==> config.mk <==
export PLATFORM = sky130hd
export DESIGN_NAME = pipe_ctrl_flat
export DESIGN_NICKNAME = d
export VERILOG_FILES = /design/src/rtl/pipe_ctrl_pkg.sv /design/src/rtl/pipe_ctrl_if.sv /design/src/rtl/pipe_ctrl_hazard_detect.sv /design/src/rtl/pipe_ctrl.sv /design/src/flat_wrapper.sv
export SDC_FILE = /design/constraint.sdc
export NUM_CORES = 1
export LEC_CHECK = 0
export ABC_AREA = 1
export CORE_MARGIN = 4
export CORE_UTILIZATION = 49
export CTS_BUF_LIST = sky130_fd_sc_hd__clkbuf_4 sky130_fd_sc_hd__clkbuf_8
export DETAILED_ROUTE_END_ITERATION = 8
export GPL_TIMING_DRIVEN = 0
export MAX_ROUTING_LAYER = met4
export PLACE_DENSITY = 0.87
export RECOVER_POWER = 100
export SETUP_SLACK_MARGIN = 0.4
export SKIP_CTS_REPAIR_TIMING = 1
export SYNTH_ARGS = -nofsm -noshare
export SYNTH_HDL_FRONTEND = slang
export SYNTH_SLANG_ARGS = --single-unit
==> constraint.sdc <==
create_clock -name clk -period 5.6 [get_ports clk]
set_clock_uncertainty 0.2 [all_clocks]
set_input_delay 0.84 -clock clk [delete_from_list [all_inputs] [get_ports clk]]
set_output_delay 0.84 -clock clk [all_outputs]
set_load 0.03 [all_outputs]
==> src/rtl/pipe_ctrl_pkg.sv <==
// Shared definitions for the pipeline hazard/stall controller: FSM states,
// stall-vector encodings and counter limits.
package pipe_ctrl_pkg;

  typedef enum logic {
    ST_RUN   = 1'b0,
    ST_DRAIN = 1'b1
  } state_e;

  // Stall bit k freezes pipeline register k: [0] PC .. [4] MEM/WB
  localparam logic [4:0] STALL_NONE    = 5'b00000;
  localparam logic [4:0] STALL_IF      = 5'b00001;
  localparam logic [4:0] STALL_LOADUSE = 5'b00011;
  localparam logic [4:0] STALL_MEM     = 5'b01111;

  localparam logic [31:0] STALL_CNT_MAX = 32'hFFFF_FFFF;

endpackage

==> src/rtl/pipe_ctrl_if.sv <==
// Bundle between the pipeline stages (master) and the stall controller (slave).
interface pipe_ctrl_if;

  logic        if_stallreq;
  logic        mem_stallreq;
  logic        id_re1;
  logic        id_re2;
  logic [4:0]  id_raddr1;
  logic [4:0]  id_raddr2;
  logic        ex_is_load;
  logic [4:0]  ex_waddr;
  logic        branch_flag;
  logic [31:0] branch_target;
  logic [4:0]  stall;
  logic        flush;
  logic [31:0] new_pc;
  logic        new_pc_valid;
  logic [31:0] stall_cnt;
  logic [15:0] flush_cnt;

  modport master (
    output if_stallreq, mem_stallreq, id_re1, id_re2, id_raddr1, id_raddr2,
           ex_is_load, ex_waddr, branch_flag, branch_target,
    input  stall, flush, new_pc, new_pc_valid, stall_cnt, flush_cnt
  );

  modport slave (
    input  if_stallreq, mem_stallreq, id_re1, id_re2, id_raddr1, id_raddr2,
           ex_is_load, ex_waddr, branch_flag, branch_target,
    output stall, flush, new_pc, new_pc_valid, stall_cnt, flush_cnt
  );

endinterface

==> src/rtl/pipe_ctrl_hazard_detect.sv <==
// Load-use comparator: flags an ID operand that depends on a load still in EX.
module hazard_detect (
  input  logic       id_re1,
  input  logic       id_re2,
  input  logic [4:0] id_raddr1,
  input  logic [4:0] id_raddr2,
  input  logic       ex_is_load,
  input  logic [4:0] ex_waddr,
  output logic       load_use
);

  logic hit1;
  logic hit2;

  // r0 is hardwired to zero, so a load targeting it never creates a dependency
  assign hit1     = id_re1 && (id_raddr1 == ex_waddr);
  assign hit2     = id_re2 && (id_raddr2 == ex_waddr);
  assign load_use = ex_is_load && (ex_waddr != 5'd0) && (hit1 || hit2);

endmodule

==> src/rtl/pipe_ctrl.sv <==
// Pipeline stall/flush controller: prioritises memory, branch, load-use and
// fetch hazards, and drains a wrong-path fetch that is still outstanding.
module pipe_ctrl
  import pipe_ctrl_pkg::*;
(
  input  logic        clk,
  input  logic        rst,
  pipe_ctrl_if.slave  bus
);

  state_e      state_q, state_d;
  logic [31:0] stall_cnt_q, stall_cnt_d;
  logic [15:0] flush_cnt_q, flush_cnt_d;

  logic [4:0]  stall_o;
  logic        flush_o;
  logic        new_pc_valid_o;
  logic [31:0] new_pc_o;
  logic        load_use;

  hazard_detect u_hazard (
    .id_re1     (bus.id_re1),
    .id_re2     (bus.id_re2),
    .id_raddr1  (bus.id_raddr1),
    .id_raddr2  (bus.id_raddr2),
    .ex_is_load (bus.ex_is_load),
    .ex_waddr   (bus.ex_waddr),
    .load_use   (load_use)
  );

  // Outputs are gated by rst so they fall to zero the moment reset asserts
  always_comb begin
    state_d        = state_q;
    stall_o        = STALL_NONE;
    flush_o        = 1'b0;
    new_pc_valid_o = 1'b0;
    new_pc_o       = 32'd0;
    if (!rst) begin
      state_d = ST_RUN;
    end else if (bus.mem_stallreq) begin
      stall_o = STALL_MEM;
    end else if (state_q == ST_DRAIN) begin
      flush_o = 1'b1;
      stall_o = STALL_IF;
      if (!bus.if_stallreq) begin
        state_d = ST_RUN;
      end
    end else if (bus.branch_flag) begin
      flush_o        = 1'b1;
      new_pc_valid_o = 1'b1;
      new_pc_o       = bus.branch_target;
      if (bus.if_stallreq) begin
        state_d = ST_DRAIN;
      end
    end else if (load_use) begin
      stall_o = STALL_LOADUSE;
    end else if (bus.if_stallreq) begin
      stall_o = STALL_IF;
    end

    stall_cnt_d = stall_cnt_q;
    if ((stall_o != STALL_NONE) && (stall_cnt_q != STALL_CNT_MAX)) begin
      stall_cnt_d = stall_cnt_q + 32'd1;
    end
    flush_cnt_d = new_pc_valid_o ? flush_cnt_q + 16'd1 : flush_cnt_q;
  end

  always_ff @(posedge clk or negedge rst) begin
    if (!rst) begin
      state_q     <= ST_RUN;
      stall_cnt_q <= 32'd0;
      flush_cnt_q <= 16'd0;
    end else begin
      state_q     <= state_d;
      stall_cnt_q <= stall_cnt_d;
      flush_cnt_q <= flush_cnt_d;
    end
  end

  assign bus.stall        = stall_o;
  assign bus.flush        = flush_o;
  assign bus.new_pc       = new_pc_o;
  assign bus.new_pc_valid = new_pc_valid_o;
  assign bus.stall_cnt    = stall_cnt_q;
  assign bus.flush_cnt    = flush_cnt_q;

endmodule

==> src/flat_wrapper.sv <==
// flat-port wrapper written by rule: the top's interface ports become plain ports
module pipe_ctrl_flat import pipe_ctrl_pkg::*;
  (clk, rst, bus_if_stallreq, bus_mem_stallreq, bus_id_re1, bus_id_re2, bus_id_raddr1, bus_id_raddr2, bus_ex_is_load, bus_ex_waddr, bus_branch_flag, bus_branch_target, bus_stall, bus_flush, bus_new_pc, bus_new_pc_valid, bus_stall_cnt, bus_flush_cnt);
  pipe_ctrl_if bus_i ();
  input  logic clk;
  input  logic rst;
  input wire logic [$bits(bus_i.if_stallreq)-1:0] bus_if_stallreq;
  input wire logic [$bits(bus_i.mem_stallreq)-1:0] bus_mem_stallreq;
  input wire logic [$bits(bus_i.id_re1)-1:0] bus_id_re1;
  input wire logic [$bits(bus_i.id_re2)-1:0] bus_id_re2;
  input wire logic [$bits(bus_i.id_raddr1)-1:0] bus_id_raddr1;
  input wire logic [$bits(bus_i.id_raddr2)-1:0] bus_id_raddr2;
  input wire logic [$bits(bus_i.ex_is_load)-1:0] bus_ex_is_load;
  input wire logic [$bits(bus_i.ex_waddr)-1:0] bus_ex_waddr;
  input wire logic [$bits(bus_i.branch_flag)-1:0] bus_branch_flag;
  input wire logic [$bits(bus_i.branch_target)-1:0] bus_branch_target;
  output wire logic [$bits(bus_i.stall)-1:0] bus_stall;
  output wire logic [$bits(bus_i.flush)-1:0] bus_flush;
  output wire logic [$bits(bus_i.new_pc)-1:0] bus_new_pc;
  output wire logic [$bits(bus_i.new_pc_valid)-1:0] bus_new_pc_valid;
  output wire logic [$bits(bus_i.stall_cnt)-1:0] bus_stall_cnt;
  output wire logic [$bits(bus_i.flush_cnt)-1:0] bus_flush_cnt;
  assign bus_i.if_stallreq = bus_if_stallreq;
  assign bus_i.mem_stallreq = bus_mem_stallreq;
  assign bus_i.id_re1 = bus_id_re1;
  assign bus_i.id_re2 = bus_id_re2;
  assign bus_i.id_raddr1 = bus_id_raddr1;
  assign bus_i.id_raddr2 = bus_id_raddr2;
  assign bus_i.ex_is_load = bus_ex_is_load;
  assign bus_i.ex_waddr = bus_ex_waddr;
  assign bus_i.branch_flag = bus_branch_flag;
  assign bus_i.branch_target = bus_branch_target;
  assign bus_stall = bus_i.stall;
  assign bus_flush = bus_i.flush;
  assign bus_new_pc = bus_i.new_pc;
  assign bus_new_pc_valid = bus_i.new_pc_valid;
  assign bus_stall_cnt = bus_i.stall_cnt;
  assign bus_flush_cnt = bus_i.flush_cnt;
  pipe_ctrl u_core (.clk(clk), .rst(rst), .bus(bus_i));
endmodule
======== Word-level counts from Yosys, hierarchy flattened ========
Index checks and enable logic that the tools add are counted.
word-level totals
  register bits after elaboration ......... 49
  input port bits ......................... 55
  output and inout bits ................... 87
  logic and storage cells ................. 39
operators by class
  add/sub/neg operators ................... 2
  equality and inequality tests ........... 4
  mux-type cells .......................... 22
  reductions and logical operators ........ 8
operator list
  cell                                            number
  two-way mux 32 bit                              4
  adder 32 x 1 -> 32 bit (second input constant)  1
  inequality test 32 bit (second input constant)  1
  two-way mux 5 bit                               5
  adder 16 x 1 -> 16 bit (second input constant)  1
  two-way mux 1 bit                               13
  == test 5 bit                                   2
  nonzero test 5 bit                              2
  logical AND 1 bit                               5
  inequality test 2 bit (second input constant)   1
  logical OR 1 bit                                1

======== Logic depth before layout (Yosys ltp) ========
  word-level depth ........................ 11
  mapped depth ............................ 12
  depth with buffers taken out ............ 11

======== Cells and area by module ========
From an unflattened synthesis, not the netlist that was laid out.
unflattened totals
  cells, all modules ...................... 586
  area, all modules ....................... 3613.5 µm²
by module, submodules not included
  module         times used  cells an instance  area an instance (µm²)  sequential area each (µm²)
  pipe_ctrl      1           531                3397.0                  1226.2
  hazard_detect  1           55                 216.5                   0.0

======== Worst setup path before layout ========
No wires, ideal clock.
  path kind ............................... input-to-output
  start ................................... input bus_ex_waddr[3]
  end ..................................... output bus_stall[0]
  arrival ................................. 1.978 ns
  required time ........................... 4.560 ns
  slack ................................... 2.582 ns
  stages on the path ...................... 8
  buffers on the path ..................... 0
  cell sequence ........................... inv_1 nand2_1 nand2_1 nor2_1 nand3_1 nand2_1 nand2_1 a21boi_0
between the ends
  word-level cells in the longest chain between the ends .. 9
  elaborated cells between the ends (all ways) .. 13
  those cells by class .................... eq/ne (2); mux (5); reduce/logical (6)
ends and longest elaborated chain
  element                                      line                                                          text
  start: declaration                           flat_wrapper.sv:14                                            input wire logic [$bits(bus_i.ex_waddr)-1:0] bus_ex_waddr;
  == test 5 bit, on equally long branches      pipe_ctrl_hazard_detect.sv:16, pipe_ctrl_hazard_detect.sv:17
  logical AND 1 bit, on equally long branches  pipe_ctrl_hazard_detect.sv:16, pipe_ctrl_hazard_detect.sv:17
  logical OR 1 bit                             pipe_ctrl_hazard_detect.sv:18                                 assign load_use = ex_is_load && (ex_waddr != 5'd0) && (hit1 || hit2);
  logical AND 1 bit *                          pipe_ctrl_hazard_detect.sv:18
  two-way mux 5 bit *                          pipe_ctrl.sv:55                                               end else if (load_use) begin
  two-way mux 5 bit *                          pipe_ctrl.sv:48                                               end else if (bus.branch_flag) begin
  two-way mux 5 bit *                          pipe_ctrl.sv:42                                               end else if (state_q == ST_DRAIN) begin
  two-way mux 5 bit *                          pipe_ctrl.sv:40                                               end else if (bus.mem_stallreq) begin
  two-way mux 5 bit *                          pipe_ctrl.sv:38                                               if (!rst) begin
  end: declaration                             flat_wrapper.sv:17                                            output wire logic [$bits(bus_i.stall)-1:0] bus_stall;
Every way passes the cells marked *; elsewhere a longest branch is shown, timed or not.

======== Worst setup path after layout ========
  start ................................... input rst
  end ..................................... output bus_new_pc[7]
between the ends
  word-level cells in the longest chain between the ends .. 1
ends and longest elaborated chain
  element             line                text
  start: declaration  flat_wrapper.sv:6   input logic rst;
  two-way mux 32 bit  pipe_ctrl.sv:38
  end: declaration    flat_wrapper.sv:19  output wire logic [$bits(bus_i.new_pc)-1:0] bus_new_pc;
Every way passes these cells.

==> flow_summary.yaml <==
detailed_routing:
  route.detailed.drc: 0
  route.antenna.remaining_nets: 0
  viasPerCell: 5.03
  detail_route.iter0.violations: 182
  detail_route.wl_per_cell_um: 13.8
  detail_route.first_pass.iterations: 5
  detailed_route_via_count: 4134
  aggregate_routed_wire_length_mm: 11.4
power:
  static-leakage-power_nw: 2.79
  power_frac_seq_pct: 44.0
  comb_power_share_pct: 32.4
  irDropWorstVdd_mv: 0.154
  power_report.internal_total_w: 0.000605
  p_sw_w: 0.000372
  fin_total_pwr_w: 0.000977
  power.density_cell_area_nw_per_um2: 187
  switching_share_pct: 38.1
  p_clk_share_pct: 23.6
clock_tree:
  cts_max_level: 2
  tritoncts_num_sinks: 49
  cts_tree: "done"
  clock-root-buffer: "clkbuf_8"
  cts-buffers-inserted: 5
  path_clk_slew_ps: 110
  clkLatencyLatePin_ps: 320
  cts_buffer_depth: 2
finish:
  final_layout_size_suffix_gt1_share_pct: 3.87
  layout.nets: 779
  finish.instance_area_um2: 5220
  n_antenna_cell: 0
  mostFrequentLayoutCells: "nand2_1 (222), nor2_1 (101), dlygate4sd3_1 (86)"
  finalNonFillerCells: 822
  layout_commonest_cell: "nand2_1"
  fillers: 597
  area.growth.synth_to_final_pct: 43.7
setup_path:
  timing_worst_setup_path_type: "in -> out"
  critical_path_buf_inv_count: 4
  cp.arrival_ps: 3590
  timing.reg2reg.setup_slack_ps: 3170
  nature_of_the_critical_path_endpoint: "output port"
  critical-path-top-cell-by-count: "clkbuf_1"
  critical_path.startpoint_type: "input port"
  critPathMaxFanout: 34
  critical_path.top_delay_family: "buffers and inverters"
  cp_slowest_stage_delay_ps: 820
  crit_slowest_cell: "clkbuf_1"
  critical_path.cell_chain: "clkbuf_1, buf_12, nand4_1, clkbuf_1, nor2_1, dlygate4sd3_1"
  critical_path_required_ps: 4560
timing:
  drv_slew: 0
  finalWorstPathRequiredPeriod_ps: 4630
  fmaxAchievable_ghz: 0.216
  report.final.hold_viol_count: 0
  setup-violations-final: 0
  timing.final.crit_share_pct: 82.6
  final_critical_path_setup_slack_ps: 972
  max_slew_margin_pct: 23.5
  grt_setup_unrepaired: "no"
  max_slew.worst_pin.slew_ps: 1150
global_routing:
  initial_antenna_violation_count: 0
  grt_pass1_vias: 3964
  grt_overflow_total: 0
  track_usage_pct: 26.5
  maximum_number_of_pins_on_one_net_before_global_route_repair: 35
  grt_pass1_wl_mm: 18.1
logic_synthesis:
  syn-num-nets: 631
  ys_warn_count: 0
  synth_top_flop_cell: "dfrtp_1"
  ys_types: 29
  area_of_the_mapped_netlist_um2: 3630
  yosysSeqAreaShare_pct: 33.7
  synthesis.area_per_instance_um2: 6.33
  yosys_register_bits: 49
  ys_async_sr_fraction_pct: 100
  synth_edf_count: 0
  syn_inst: 574
placed_design:
  post_dp_cell_area_um2: 5170
  dp_hpwl_mm: 9.44
  post-place-cells: 814
  place_congestion: 0.938
  post-place-ws_ps: 1510
  numPortBuffers: 140
floorplanning:
  rows: 31
  die_area_um2: 8860
  die_y_um: 94.1
  initial_core_util_pct: 50.4
  floorplan.io_pins: 142
  chipWidth_um: 94.1
  core_um2: 7210
job:
  max_cap_viol_count: 0
hold_path:
  timing.hold.worst.class: "reg -> reg"
run_status:
  outcome: "finished, final reports clean"
[metal layers]
metal	global-route usage, %	vias up	part of all wire, %
li1	-	2071	-
met1	28.4	1881	38
met2	48.1	153	53
met3	5.21	29	5.9
met4	9.99	0	3.3
met5	-	-	0
[synth_stat cells, types with 2 or more instances]
library cell  count  share of area (%)
nand2_1         222                 23
nor2_1          100                 10
inv_1            65                6.7
dfrtp_1          49                 34
nand4_1          36                6.2
xor2_1           18                4.3
nand3b_1         13                2.7
nand3_1          12                1.7
xnor2_1          10                2.4
clkbuf_1          7               0.72
buf_2             6               0.83
nor2_2            5               0.86
nor3_1            5               0.69
o21ai_0           4               0.55
buf_6             3               0.93
buf_4             2               0.41
ha_1              2               0.69
inv_2             2               0.21
nand2_2           2               0.34
nand3_2           2               0.55
[per-stage QoR]
stage | utilization (%) | TNS, ps | hold slack, ps
floorplan | - | 0 | 344
global placement | 71.5 | -1190 | 307
detailed placement | 71.7 | 0 | 318
CTS | 73.1 | 0 | 278
global route | 72.4 | 0 | 357
finish | 72.4 | 0 | 336
[final cells by class]
cell class	instances	area, um^2	area share [%]
Multi-Input combinational cell	440	2030	38.8
Clock inverter	3	28.8	0.551
Tap cell	99	124	2.37
Timing Repair Buffer	141	1420	27.1
Inverter	67	251	4.81
Buffer	18	82.6	1.58
Sequential cell	49	1230	23.5
Clock buffer	5	68.8	1.32
[worst reg2reg max path, delay by kind of cell, from the launching register on]
| kind | cells | cell delay [ps] |
|---|---|---|
| buffers and inverters | 2 | 550 |
| adder cells (fa/ha/maj) | 1 | 300 |
| AND/OR/NAND/NOR | 7 | 880 |
| flip-flops | 1 | 460 |
[cell families after synthesis]
| logic type | after synthesis | share of synthesized area, % |
|---|---|---|
| buffers and inverters | 85 | 9.81 |
| xor gates and xnor gates | 28 | 6.75 |
| adders and majority gates | 2 | 0.688 |
| other | 1 | 0.103 |
| and+or+nand+nor | 402 | 47.7 |
| AOI/OAI and AO/OA | 7 | 1.24 |
| DFF | 49 | 33.7 |
[flip-flops by register name, indices dropped and copies added (netlist names)]
name,count
u_core.bus.flush_cnt,16
u_core.bus.stall_cnt,32
u_core.state_q,1
[worst paths after layout]
kind	start	cells past startpoint	end
max reg2reg	u_core.bus.stall_cnt[0]$_DFFE_PN0P_	10	u_core.bus.stall_cnt[26]$_DFFE_PN0P_
min in group asynchronous	rst	1	u_core.bus.stall_cnt[30]$_DFFE_PN0P_
min reg2reg	u_core.bus.flush_cnt[9]$_DFFE_PN0P_	1	u_core.bus.flush_cnt[9]$_DFFE_PN0P_
max	rst	6	bus_new_pc[7]
min	u_core.bus.flush_cnt[9]$_DFFE_PN0P_	1	u_core.bus.flush_cnt[9]$_DFFE_PN0P_
max in group asynchronous	rst	2	u_core.bus.flush_cnt[5]$_DFFE_PN0P_
[power by group through the flow]
stage / registers [W] / clock network (W) / logic, W
2_1_floorplan: 0.000490 / 0 / 0.000118
3_3_place_gp: 0.000436 / 0 / 0.000329
3_5_place_dp: 0.000437 / 0 / 0.000335
4_1_cts: 0.000431 / 0.000235 / 0.000337
5_1_grt: 0.000436 / 0.000249 / 0.000339
6_report: 0.000430 / 0.000230 / 0.000317
(Power assumes the default switching activity.)
